===== config.mk =====
export PLATFORM = sky130hd
export DESIGN_NAME = unified_mem_arbiter
export DESIGN_NICKNAME = d
export VERILOG_FILES = /design/src/rtl/unified_mem_arbiter.sv
export SDC_FILE = /design/constraint.sdc
export NUM_CORES = 1
export LEC_CHECK = 0
export ABC_CLOCK_PERIOD_IN_PS = 2550
export CAP_MARGIN = 20
export CORE_MARGIN = 4
export CORE_UTILIZATION = 33
export DETAILED_ROUTE_END_ITERATION = 7
export PLACE_DENSITY = 0.8
export SLEW_MARGIN = 20
export SYNTH_ARGS = -nofsm -noshare
export SYNTH_HDL_FRONTEND = slang
export SYNTH_SLANG_ARGS = --single-unit

===== constraint.sdc =====
create_clock -name clk -period 2.55 [get_ports clk]
set_clock_uncertainty 0.15 [all_clocks]
set_input_delay 0.6375 -clock clk [delete_from_list [all_inputs] [get_ports clk]]
set_output_delay 0.6375 -clock clk [all_outputs]
set_load 0.02 [all_outputs]

===== src/rtl/unified_mem_arbiter.sv =====
`default_nettype none
// ============================================================================
// Module      : unified_mem_arbiter
// Description : Shares one synchronous-read memory port between instruction
//               fetch and data load/store, with bounded fetch starvation.
// Revision    : 1.0 - initial release
// ============================================================================
module unified_mem_arbiter #(
    parameter int XLEN         = 32,
    parameter int STARVE_LIMIT = 3
) (
    input  logic            clk,
    input  logic            reset,

    input  logic            if_req,
    input  logic [XLEN-1:0] if_addr,
    output logic            if_stall,
    output logic            if_rvalid,
    output logic [XLEN-1:0] if_rdata,

    input  logic            d_req,
    input  logic [3:0]      d_we,
    input  logic [XLEN-1:0] d_addr,
    input  logic [XLEN-1:0] d_wdata,
    output logic            d_stall,
    output logic            d_rvalid,
    output logic [XLEN-1:0] d_rdata,

    output logic            mem_en,
    output logic [3:0]      mem_we,
    output logic [XLEN-1:0] mem_addr,
    output logic [XLEN-1:0] mem_wdata,
    input  logic [XLEN-1:0] mem_rdata
);

    typedef enum logic [1:0] {
        TAG_NONE = 2'd0,
        TAG_IF   = 2'd1,
        TAG_D    = 2'd2
    } tag_t;

    localparam logic [3:0] c_STARVE_LIMIT = 4'(STARVE_LIMIT);

    tag_t            r_tag;
    tag_t            w_tag_next;
    logic [3:0]      r_starve_cnt;
    logic [XLEN-1:0] r_hold_if;
    logic [XLEN-1:0] r_hold_d;
    logic            w_force_if;
    logic            w_if_grant;
    logic            w_d_grant;

    // Grant depends only on requests and the starvation counter, never on mem_rdata.
    always_comb begin
        w_force_if = (r_starve_cnt == c_STARVE_LIMIT);
        w_if_grant = !reset && if_req && (!d_req || w_force_if);
        w_d_grant  = !reset && d_req && !w_if_grant;
        if_stall   = !reset && if_req && !w_if_grant;
        d_stall    = !reset && d_req && !w_d_grant;
    end

    always_comb begin
        mem_en    = 1'b0;
        mem_we    = 4'b0000;
        mem_addr  = '0;
        mem_wdata = '0;
        if (w_if_grant) begin
            mem_en   = 1'b1;
            mem_addr = if_addr;
        end else if (w_d_grant) begin
            mem_en    = 1'b1;
            mem_we    = d_we;
            mem_addr  = d_addr;
            mem_wdata = d_wdata;
        end
    end

    always_comb begin
        w_tag_next = TAG_NONE;
        if (w_if_grant) begin
            w_tag_next = TAG_IF;
        end else if (w_d_grant && (d_we == 4'b0000)) begin
            w_tag_next = TAG_D;
        end
    end

    always_ff @(posedge clk) begin
        if (reset) begin
            r_tag <= TAG_NONE;
        end else begin
            r_tag <= w_tag_next;
        end
    end

    // A return whose owner was captured before reset is dropped while reset is high.
    assign if_rvalid = !reset && (r_tag == TAG_IF);
    assign d_rvalid  = !reset && (r_tag == TAG_D);

    always_ff @(posedge clk) begin
        if (reset) begin
            r_starve_cnt <= 4'd0;
        end else if (if_req && !w_if_grant) begin
            if (r_starve_cnt != c_STARVE_LIMIT) begin
                r_starve_cnt <= r_starve_cnt + 4'd1;
            end
        end else begin
            r_starve_cnt <= 4'd0;
        end
    end

    always_ff @(posedge clk) begin
        if (reset) begin
            r_hold_if <= '0;
            r_hold_d  <= '0;
        end else begin
            if (if_rvalid) begin
                r_hold_if <= mem_rdata;
            end
            if (d_rvalid) begin
                r_hold_d <= mem_rdata;
            end
        end
    end

    assign if_rdata = if_rvalid ? mem_rdata : r_hold_if;
    assign d_rdata  = d_rvalid  ? mem_rdata : r_hold_d;

endmodule
`default_nettype wire


**Yosys cells after proc, flatten, opt, wreduce, memory -nomap -nowiden**

Index checks and enable logic that the tools add are counted.
W data, S select, Z words.

- Flip-flop bits (word level): 70
- Input bits: 136
- Output and inout bits: 137

- Add/subtract/negate cells: 1
- Eq/ne operators: 4
- Mux-type cells: 12
- Bitwise operators: 1
- Reduce and logical (&&, ||, !) cells: 18

Operators with widths:

| kind | count |
|---|---|
| $mux W32 | 6 |
| $logic_and A1 B1 Y1 | 10 |
| $mux W4 | 2 |
| $add A4 B1 Y4 const B | 1 |
| $eq A4 B2 Y1 const B | 1 |
| $logic_not A1 Y1 | 4 |
| $logic_not A4 Y1 | 1 |
| $ne A4 B2 Y1 const B | 1 |
| $reduce_or A2 Y1 | 2 |
| $mux W1 | 3 |
| $eq A2 B1 Y1 const B | 1 |
| $eq A2 B2 Y1 const B | 1 |
| $mux W2 | 1 |
| $logic_or A1 B1 Y1 | 1 |
| $not A1 Y1 | 1 |

**Longest topological paths before layout**

Gate-level depths: netlist (run 1).

- Depth after elaboration: 8
- Depth in mapped cells: 6
- Gate-level depth less buffers: 4

**Worst setup path before layout (run 1)**

No wires, ideal clock.

- Path type: input-to-output
- Start point: input port reset
- End point: output port d_rdata[22]
- Arrival: 1.781 ns
- Data required time: 1.762 ns
- Path slack: -0.018 ns
- Stages: 4
- Path through: buf_6 nor3b_2 buf_6 mux2_2

- Longest elaborated chain between the ends: 3

Ends and longest elaborated chain:

| what | RTL line | text |
|---|---|---|
| start: declaration | 13 | `input logic reset,` |
| $logic_not A1 Y1 | 97 | `assign d_rvalid = !reset && (r_tag == TAG_D);` |
| $logic_and A1 B1 Y1 | 97 |  |
| via d_rvalid | 26 | `output logic d_rvalid,` |
| $mux W32 | 126 | `assign d_rdata = d_rvalid ? mem_rdata : r_hold_d;` |
| end: declaration | 27 | `output logic [XLEN-1:0] d_rdata,` |

The timed path passes the listed nets, and every way through them passes these cells.

**Worst setup path after layout (run 1)**

- Start point: register r_starve_cnt[1]
- End point: output port mem_addr[30]

- Longest elaborated chain between the ends: 7

Ends and longest elaborated chain:

| what | RTL line | text |
|---|---|---|
| start: declaration | 46 | `logic [3:0] r_starve_cnt;` |
| start signal: assignment | 104 | `r_starve_cnt <= r_starve_cnt + 4'd1;` |
| $eq A4 B2 Y1 (*) | 55 | `w_force_if = (r_starve_cnt == c_STARVE_LIMIT);` |
| $logic_or A1 B1 Y1 (*) | 56 | `w_if_grant = !reset && if_req && (!d_req \|\| w_force_if);` |
| $logic_and A1 B1 Y1 (*) | 56 |  |
| $logic_not A1 Y1 | 57 | `w_d_grant = !reset && d_req && !w_if_grant;` |
| $logic_and A1 B1 Y1 | 57 |  |
| $mux W32 | 70 | `end else if (w_d_grant) begin` |
| $mux W32 (*) | 67 | `if (w_if_grant) begin` |
| end: declaration | 31 | `output logic [XLEN-1:0] mem_addr,` |

Mark *: on every way between the ends. The rest lies on a longest branch, timed or not.

==> results of run 1 <==
==> registers in the layout, summed over array words and instances (netlist names) <==
register	flops
r_hold_d	32
r_hold_if	32
r_starve_cnt	4
r_tag	2
==> final cells by class <==
| type | count | area [um^2] | area share |
|---|---|---|---|
| inverter | 3 | 11.3 | 0.00146 |
| tap | 133 | 166 | 0.0216 |
| multi-input combinational | 216 | 2190 | 0.284 |
| clock buffer | 11 | 141 | 0.0184 |
| sequential | 70 | 1410 | 0.183 |
| timing repair buffer | 342 | 3680 | 0.478 |
| clock inverter | 5 | 106 | 0.0138 |
==> worst max-delay path by stage <==
stage	endpoint	slack, ns	cells past startpoint
final	mem_addr[30]	-0.37	7
after global routing	mem_addr[1]	-0.45	7
after CTS	mem_addr[2]	-0.38	7
after detailed placement	mem_wdata[12]	-0.80	6
after global placement	mem_wdata[29]	-0.80	6
after floorplan	d_rdata[22]	-0.02	4
==> cells by family (layout without fill, tap and decap cells) <==
family,count (synthesis),after routing,synth area share
simple gates,115,115,0.230
flops,70,70,0.408
mux,64,64,0.210
compound gates,34,34,0.0895
buf+inv,27,361,0.0542
xor+xnor,2,2,0.00510
fa+ha+maj,1,1,0.00364
==> worst min-delay path, delay by kind of cell (launching register included) <==
kind | cells | cell delay, ns
flops | 1 | 0.36
buf+inv | 1 | 0.11
simple gates | 1 | 0.03
==> layout by cell type, fill, tap and decap left out <==
master	synthesis	final
a211oi_4	1	1
a22o_1	32	32
and2_1	38	11
and2_4	0	27
and2b_1	58	58
buf_12	0	9
buf_16	0	5
buf_2	2	14
buf_4	0	29
buf_6	11	143
buf_8	0	3
bufinv_16	0	3
clkbuf_1	11	1
clkbuf_16	0	2
clkbuf_8	0	10
clkdlybuf4s15_1	0	2
clkdlybuf4s50_1	0	134
clkinv_4	0	1
clkinvlp_4	0	1
dfxtp_1	70	66
dfxtp_2	0	4
dlygate4sd2_1	0	1
ha_4	0	1
inv_1	3	3
mux2_2	64	3
mux2_4	0	61
nand3_1	2	2
nor2_1	6	6
nor2b_1	7	6
nor2b_4	0	1
nor3b_4	0	2
nor4_1	1	1
o21a_4	0	1
or3b_4	1	1
xnor2_1	1	1
xor2_1	1	1
==> through the flow <==
step / hold WS [ns] / total power, mW
after floorplan: 0.268 / 1.38
after global placement: 0.350 / 1.79
after detailed placement: 0.364 / 1.80
after CTS: 0.380 / 2.95
after global routing: 0.415 / 3.09
final: 0.392 / 2.99
==> power breakdown <==
group          internal (mW)  switching, mW  total [mW]
logic                  0.476          0.297       0.773
registers               1.11        0.00590        1.11
clock network          0.679          0.426        1.11
total                   2.26          0.729        2.99
==> repair_timing <==
action | 4_1_cts | 5_1_grt
resized for setup | 801 | 130
setup buffers | 34 | 10
hold endpoints to repair | 0 | 0
gates cloned | 8 | 2
pin swaps | 18 | 10
setup endpoints to repair | 137 | 132
==> layer usage <==
layer / wire [um] / part of all wire
met1: 5270 / 0.33
met2: 8500 / 0.54
met3: 1370 / 0.086
met4: 670 / 0.042
met5: 43 / 0.0027
==> metrics, run 1 <==
gr busiest metal=met2; CP Launch Point=r_starve_cnt[1]$_SDFFE_PP0N_; layout cells sized above 1=0.498; CP Capture Type=primary output; CTS root buf=clkbuf_8; FP Rows=36; most used cell, CP=buf_6; final instance area=7700 um^2; DP Area=6400 um^2; WS Path Type=register to primary output; met1 Use GR=0.229; Power Density=between 300 and 400 nW/um^2; Setup WS post-layout=-0.368 ns; number of global-route vias before repair=3,928; failing checks=setup timing; Mapped Cells=313; GR Util met2=0.468; setup slack, reg-to-reg=0.74 ns; Final HPWL DP=11,000 um; Cells after DPL=717; total negative slack=-21.61 ns; Yosys reg bits=70; reg2reg path depth=6; gpl congestion=between 0.9 and 1; cell depth of the worst hold path=2; Synth area leaders=dfxtp_1, mux2_2, and2b_1, a22o_1, and2_1; EDFF count, synth=0; startpoint types=register; Initial DRT Pass Iterations=4; Critical R2R Capture=r_hold_if[17]$_SDFF_PP0_; share of the synthesized area in the top cell type=0.408; run status=complete, but fails checks; Peak Freq=343 MHz; crit path max fanout=8; max-cap check violation count=0; fin crit share=1.14; Iteration-0 DRC Markers=just under 100; vias per cell=4.67; Worst EP arrival=approximately 2.1 ns; # DRC=0; final hold vios=0; RSZ-0062 raised after global routing=true; grt ovf=0; top post-synthesis cells by count=dfxtp_1, mux2_2, and2b_1; Core Util, Final=0.774; IR drop worst, VDD=around 270 uV; die area=12,100 um^2; fin cells=780; hold buffers post-CTS=0; Final ANT Viol Nets=0; Netlist cell types=20; first-pass GRT wire length=between 20,000 and 25,000 um; Seq/Total Area, Yosys=0.408; clock latency on the worst-skew pair=0.34 ns; nets=779; fill count=641; Final min period=2.92 ns; Total Routing Usage GR=0.246; Hold Crit Endpoint=r_starve_cnt[0]$_SDFFE_PP0N_; Die W=110 um; HP Class=register to register; area grow syn2layout=124%; Routed WL=15,900 um; worst r2r src=r_tag[0]$_SDFF_PP0_; Hold Crit Start=r_starve_cnt[0]$_SDFFE_PP0N_; Place WS=-0.803 ns; Final setup viols=115; Worst EP required=around 1.8 ns; Die Ht=110 um; Critical-path top delay cell=or3b_4; Post-synth top flop=dfxtp_1; Worst-path clk slew=0.07 ns; Max-slew headroom=0.763; CP top delay family=compound AO/OA/AOI/OAI gates; Worst path max stage delay=0.41 ns; H-tree depth reported by CTS=3; via count of the routed design=about 3,600; Synth async-reset ratio=0; Net Count, Synth=450; Synth Warn #=0; CP bufs+invs=3; Yosys top cell by area=dfxtp_1; largest net degree at the start of global routing=47; Post-Syn Area per Cell=11.0 um^2; initial antenna violation count=3; Synth Cell Area=approximately 3400 um^2; Routed wire per std cell=between 20 and 25 um; CTS tree=done; input/output buffers=272; core box area=9950 um^2; CP Cell Sequence=ha_4, or3b_4, a211oi_4, buf_4, buf_6, a22o_1, buf_6; grt met3 use=0.0879; Ports=273; Slew @ Worst Pin=0.356 ns; Num CTS Buffers=9; clock buffer depth=2; clk sinks=70; Initial Util=0.345; Max Slew Vio Count=0; Ant. Diodes=0; most common cell in the netlist=dfxtp_1; Leak Pwr=~3.6 nW
Power figures use the tool's default switching activity.
==> inputs of run 2 (changes only) <==
Settings changed: PLACE_DENSITY 0.8 to 0.84.
==> metrics, run 2 (synthesized netlist as in run 1, its figures left out) <==
run status=complete, but fails checks; failing checks=setup timing; CP Cell Sequence=clkdlybuf4s50_1, inv_1, o21a_4, buf_16, a22o_1, buf_4; final hold vios=0; Ports=between 200 and 300; Initial DRT Pass Iterations=4; most frequent cells in the layout=clkdlybuf4s50_1, buf_6, dfxtp_1; Slew @ Worst Pin=0.304 ns; Die W=roughly 110 um; Final ANT Viol Nets=0; Leak Pwr=3.50 nW; # DRC=0; clock latency on the worst-skew pair=0.34 ns; largest net degree at the start of global routing=31; Num CTS Buffers=9; Worst-path clk slew=0.07 ns; Final min period=2.92 ns; layout cells sized above 1=0.479; clk sinks=70; RSZ-0062 raised after global routing=true; first-pass GRT wire length=22,300 um; input/output buffers=272; via count of the routed design=3,644; nets=767; Worst path max stage delay=0.51 ns; Critical R2R Capture=r_hold_if[15]$_SDFF_PP0_; Hold Crit Endpoint=r_starve_cnt[0]$_SDFFE_PP0N_; number of global-route vias before repair=3,853; Setup WS post-layout=-0.369 ns; Routed WL=roughly 16,000 um; WS Path Type=primary input to primary output; Worst EP arrival=2.13 ns; die area=12,100 um^2; Final HPWL DP=11,900 um; Max-slew headroom=0.796; crit path max fanout=19; reg2reg path depth=7; grt ovf=0; HP Class=register to register; Ant. Diodes=0; worst r2r src=r_tag[0]$_SDFF_PP0_; Max Slew Vio Count=0; area grow syn2layout=114%; Initial Util=0.345; setup slack, reg-to-reg=approximately 0.72 ns; cell depth of the worst hold path=2; IR drop worst, VDD=235 uV; Hold Crit Start=r_starve_cnt[0]$_SDFFE_PP0N_; vias per cell=4.75; Critical-path top delay cell=clkdlybuf4s50_1; Top Registers=r_hold_d x32, r_hold_if x32, r_starve_cnt x4; Iteration-0 DRC Markers=between 100 and 150; startpoint types=primary input; core box area=9950 um^2; gpl congestion=between 0.9 and 1; CTS tree=done; Die Ht=110 um; initial antenna violation count=1; DP Area=6370 um^2; Power Density=387 nW/um^2; Peak Freq=343 MHz; Fin Hold WS=0.379 ns; Final setup viols=around 120; hold buffers post-CTS=0; H-tree depth reported by CTS=3; final instance area=~7400 um^2; max-cap check violation count=0; Total Routing Usage GR=0.251; fin cells=between 700 and 800; fin crit share=1.14; most common cell after layout, fill and taps aside=clkdlybuf4s50_1; Worst EP required=roughly 1.8 ns; CTS root buf=clkbuf_8; clock buffer depth=2; FP Rows=36; Cells after DPL=715; Routed wire per std cell=21.3 um; fill count=708; Pwr Total=2.85 mW; Place WS=-0.781 ns; CP Capture Type=primary output
[run 2: routing by layer]
layer	up-vias	part of all wire	global-route usage	wire, um
met5	-	0.00092	0	15
met1	1718	0.35	0.254	5740
met4	2	0.037	0.109	610
li1	1696	-	-	-
met2	189	0.53	0.467	8660
met3	39	0.081	0.0833	1320
[run 2: per-stage QoR]
stage,TNS (ns),utilization
CTS,-22.04,0.699
global placement,-85.15,0.640
finish,-23.70,0.739
detailed placement,-89.23,0.640
global route,-29.52,0.739
floorplan,-0.330,-
[run 2: worst max-delay path by stage]
stage | end | from | cells after the start
floorplan | d_rdata[22] | reset | 4
global placement | mem_wdata[28] | d_req | 6
detailed placement | mem_wdata[25] | d_req | 6
global route | mem_addr[29] | if_req | 6
finish | mem_addr[29] | if_req | 6
CTS | mem_addr[24] | r_starve_cnt[0]$_SDFFE_PP0N_ | 6
[run 2: final cells by class]
class | instances | area (um^2) | area share
sequential | 70 | 1410 | 0.191
inverter | 3 | 11.3 | 0.00153
clock inverter | 5 | 83.8 | 0.0114
multi-input combinational | 216 | 2160 | 0.294
tap | 133 | 166 | 0.0226
timing repair buffer | 330 | 3390 | 0.461
clock buffer | 10 | 138 | 0.0187
[run 2: power by group]
group | total (mW) | internal, mW | switching, mW
sequential | 1.11 | 1.11 | 0.00552
clock | 0.997 | 0.573 | 0.424
combinational | 0.737 | 0.439 | 0.298
total | 2.85 | 2.12 | 0.727
[run 2: critical path: cells and delay by family]
kind / cells / cell delay (ns)
AO/OA/AOI/OAI: 2 / 0.52
buffers and inverters: 4 / 0.95
[run 2: timing repair]
item                       CTS  global route
gates resized for setup    781           100
setup endpoints to repair  137           135
pin swaps                   10             6
cloned                       5             4
setup buffers               20            13
==> inputs of run 3 (changes only) <==
Settings changed: ABC_CLOCK_PERIOD_IN_PS 2550 to 3200.
Clock period 2.55 ns to 3.2 ns, I/O delays scaled along.
==> metrics, run 3 (synthesized netlist as in run 1, its figures left out) <==
run status=finished, final reports clean; nets=734; number of global-route vias before repair=roughly 3,500; final hold vios=0; largest net degree at the start of global routing=31; Die W=110 um; FP Rows=36; Routed wire per std cell=19.3 um; Max-slew headroom=0.790; total negative slack=0 ns; Power Density=334 nW/um^2; CTS tree=done; most common cell after layout, fill and taps aside=clkdlybuf4s50_1; Worst EP required=between 2 and 2.5 ns; Critical-path top delay cell=mux2_2; Cells after DPL=711; HP Class=register to register; Final ANT Viol Nets=0; CP bufs+invs=3; Initial DRT Pass Iterations=4; CP top delay family=buffers and inverters; clock buffer depth=2; Routed WL=14,200 um; Final HPWL DP=11,700 um; vias per cell=4.66; Num CTS Buffers=9; CP Capture Type=primary output; Max Slew Vio Count=0; die area=between 10,000 and 15,000 um^2; Total Routing Usage GR=0.225; Initial Util=0.345; H-tree depth reported by CTS=3; max-cap check violation count=0; Top Registers=r_hold_d x32, r_hold_if x32, r_starve_cnt x4; fin crit share=0.974; grt ovf=0; clk sinks=70; Final min period=3.12 ns; Leak Pwr=3.18 nW; Slew @ Worst Pin=0.312 ns; core box area=9950 um^2; input/output buffers=272; Ports=273; setup slack, reg-to-reg=1.41 ns; CTS root buf=clkbuf_8; WS Path Type=primary input to primary output; crit path max fanout=20; area grow syn2layout=89.8%; RSZ-0062 raised after global routing=false; Worst path max stage delay=between 0.3 and 0.4 ns; Worst-path clk slew=0.07 ns; startpoint types=primary input; gpl congestion=0.952; most frequent cells in the layout=clkdlybuf4s50_1, dfxtp_1, mux2_2; fill count=846; hold buffers post-CTS=0; Die Ht=between 100 and 150 um; initial antenna violation count=4; Final setup viols=0; Iteration-0 DRC Markers=134; first-pass GRT wire length=roughly 20,000 um; CP Cell Sequence=buf_6, nor3b_4, buf_12, mux2_2, dlygate4sd2_1; layout cells sized above 1=0.337; # DRC=0; Worst EP arrival=2.17 ns; IR drop worst, VDD=roughly 180 uV; clock latency on the worst-skew pair=0.34 ns; Peak Freq=321 MHz; fin cells=736; via count of the routed design=3,431
## run 3: cell types whose count changed in the layout (fill, tap and decap cells not counted), sizes merged
cell and delta:
buf -120, clkbuf +2, clkdlybuf4s15 +40, clkdlybuf4s50 +1, clkinv -1, clkinvlp +1
diode +1, dlygate4sd2 +44, dlymetal6s2s +1
## run 3: worst paths after layout
path	depth (start not counted)	start	endpoint
setup / recovery	5	reset	if_rdata[12]
hold / removal	1	r_starve_cnt[0]$_SDFFE_PP0N_	r_starve_cnt[0]$_SDFFE_PP0N_
setup reg to reg	6	r_starve_cnt[1]$_SDFFE_PP0N_	r_tag[0]$_SDFF_PP0_
hold reg to reg	1	r_starve_cnt[0]$_SDFFE_PP0N_	r_starve_cnt[0]$_SDFFE_PP0N_
## run 3: final cells by class
type	count	area [um^2]	share of cell area
clock buffer	11	141	0.0217
multi-input combinational	216	1890	0.289
timing repair buffer	297	2830	0.434
sequential	70	1400	0.215
tap	133	166	0.0255
antenna	1	2.50	0.000383
inverter	3	11.3	0.00173
clock inverter	5	82.6	0.0127
## run 3: metal layers
layer  GRT usage  wire length [um]  vias up
met5           0                57        -
met4       0.105               406        8
met3      0.0932              1430       33
met2       0.401              7410      171
met1       0.227              4930     1586
li1            -                 -     1633
## run 3: report_power, final
group,switching (mW),internal [mW]
sequential,0.00350,0.882
combinational,0.212,0.289
clock,0.330,0.460
total,0.546,1.63
## run 3: stage by stage
step	utilization	area, um^2	setup slack [ns]	hold WS [ns]	total power [mW]
4_1_cts	0.653	6500	-0.000704	0.302	2.19
6_report	0.656	6530	0.0817	0.271	2.18
2_1_floorplan	-	3440	0.307	0.268	1.10
5_1_grt	0.655	6520	0.00846	0.283	2.26
3_3_place_gp	0.638	6350	-0.394	0.276	1.43
3_5_place_dp	0.638	6350	-0.444	0.290	1.43
## run 3: what timing repair did
item                                    in CTS  in global routing
pin swaps                                    3                  1
setup buffers                                6                  0
endpoints found under the setup margin     135                100
resized for setup                          359                 24
gates cloned                                 1                  1
==> edit: new RTL, flow settings as in run 2 <==
`XLEN`: 32 -> 48.
--- a/src/rtl/unified_mem_arbiter.sv
+++ b/src/rtl/unified_mem_arbiter.sv
@@ -6,7 +6,7 @@
 // Revision    : 1.0 - initial release
 // ============================================================================
 module unified_mem_arbiter #(
-    parameter int XLEN         = 32,
+    parameter int XLEN         = 48,
     parameter int STARVE_LIMIT = 3
 ) (
     input  logic            clk,
Interface: changed (8 resized); port bits go from 273 to 401. The function was not compared with the original's and may differ.
==> edit against run 2 <==
- the run still ends with negative setup slack left
- hold slack improved by 0.018 ns
- power rose by 47%
- routed wire length rose by 95%
- sequential cell count rose by 32
- final area rose by 57%
- synthesized area rose by 40%
- critical path type is now reg -> out
- critical endpoint is now mem_addr[11]
- highest routed layer unchanged
- setup slack improved by 0.055 ns
- largest power group unchanged
==> edit: results (changes against run 2) <==
status finished with violations; failing checks negative setup slack; Area contributors post-synth dfxtp_1 43%, and2_1 20%, mux2_2 18%; largest registers r_hold_d (48), r_hold_if (48), r_starve_cnt (4); met1 WL 10640 um (+85%); layout cells sized above 1 51.78% (+3.8 points); initial DRC count 432 (+250%); met3 usage 11.17% (+2.8 points); met3 routed WL 2999 um (+130%); nets 1153 (+50%); final setup violation count 185 (+55%); CP max FO 6 (-13); dpl cell area 0.009059 mm2 (+42%); TNS Setup -29.66 ns (-5.956 ns); Peak VDD IR 270.7 uV (+15%); vias in the first global route 6021 (+56%); synth unique cells 22 (+10%); Post-synth top cells 150 x and2_1, 102 x dfxtp_1, 78 x mux2_2; PnR worst setup slack -0.3135 ns (+0.05546 ns); met1 Usage GRT 36.92% (+12 points); Slowest cell on crit path dfxtp_2; Port Buf Inserts 400 (+47%); met2 global-route usage 58.50% (+12 points); antenna violations before repair 5 (+4); syn nets 655 (+46%); R2R Setup Slk 0.53 ns (-0.19 ns); Syn Area/Cell 10.57 um2 (-3.7%)
-- edit: cell types whose count changed after synthesis, moves of 9 or more --
cell,run 2,this run
mux2_2,64,78
buf_6,11,2
mux2_1,0,18
and2_1,38,150
buf_2,2,16
and2b_1,58,0
a22o_1,32,48
dfxtp_1,70,102
-- edit: cells by family (layout without fill, tap and decap cells) --
| kind of cell | after synthesis | after routing | share of synthesized area (%) |
|---|---|---|---|
| flops | 102 | 102 | 42.53 |
| mux | 96 | 96 | 22.52 |
| other cells | 0 | 1 | 0 |
| fa+ha+maj | 1 | 1 | 0.2606 |
| xor+xnor | 2 | 2 | 0.3649 |
| buf+inv | 40 | 542 | 4.013 |
| simple gates | 163 | 163 | 21.24 |
| compound gates | 50 | 50 | 9.069 |
-- edit: how the worst max path moves through the flow --
stage	start	endpoint	slack, ns	cells past startpoint
6_report	r_starve_cnt[1]	mem_addr[11]	-0.31	8
5_1_grt	r_starve_cnt[1]	mem_addr[9]	-0.36	8
4_1_cts	r_starve_cnt[1]	mem_addr[7]	-0.37	9
3_5_place_dp	reset	d_rdata[29]	-1.00	6
3_3_place_gp	reset	if_rdata[29]	-1.02	6
2_1_floorplan	reset	d_rdata[38]	0.12	4
-- edit: layout make-up --
cell class                 instances  area (um2)
timing repair buffer             523        5823
clock inverter                     3       20.02
multi-input combinational        312        3127
inverter                           4       15.01
fill                             749        2524
clock buffer                      12       256.5
sequential                       102        2049
antenna                            1       2.502
tap                              180       225.2
-- edit: report_power, final --
part | internal, uW | switching (uW)
clock | 710 | 603
sequential | 1610 | 9.25
combinational | 735 | 522
-- edit: what timing repair did --
item	in CTS	in global routing
endpoints found under the setup margin	200	200
pin swaps	18	42
resized for setup	1157	274
hold buffers	0	0
setup buffers	67	26
cloned	20	3
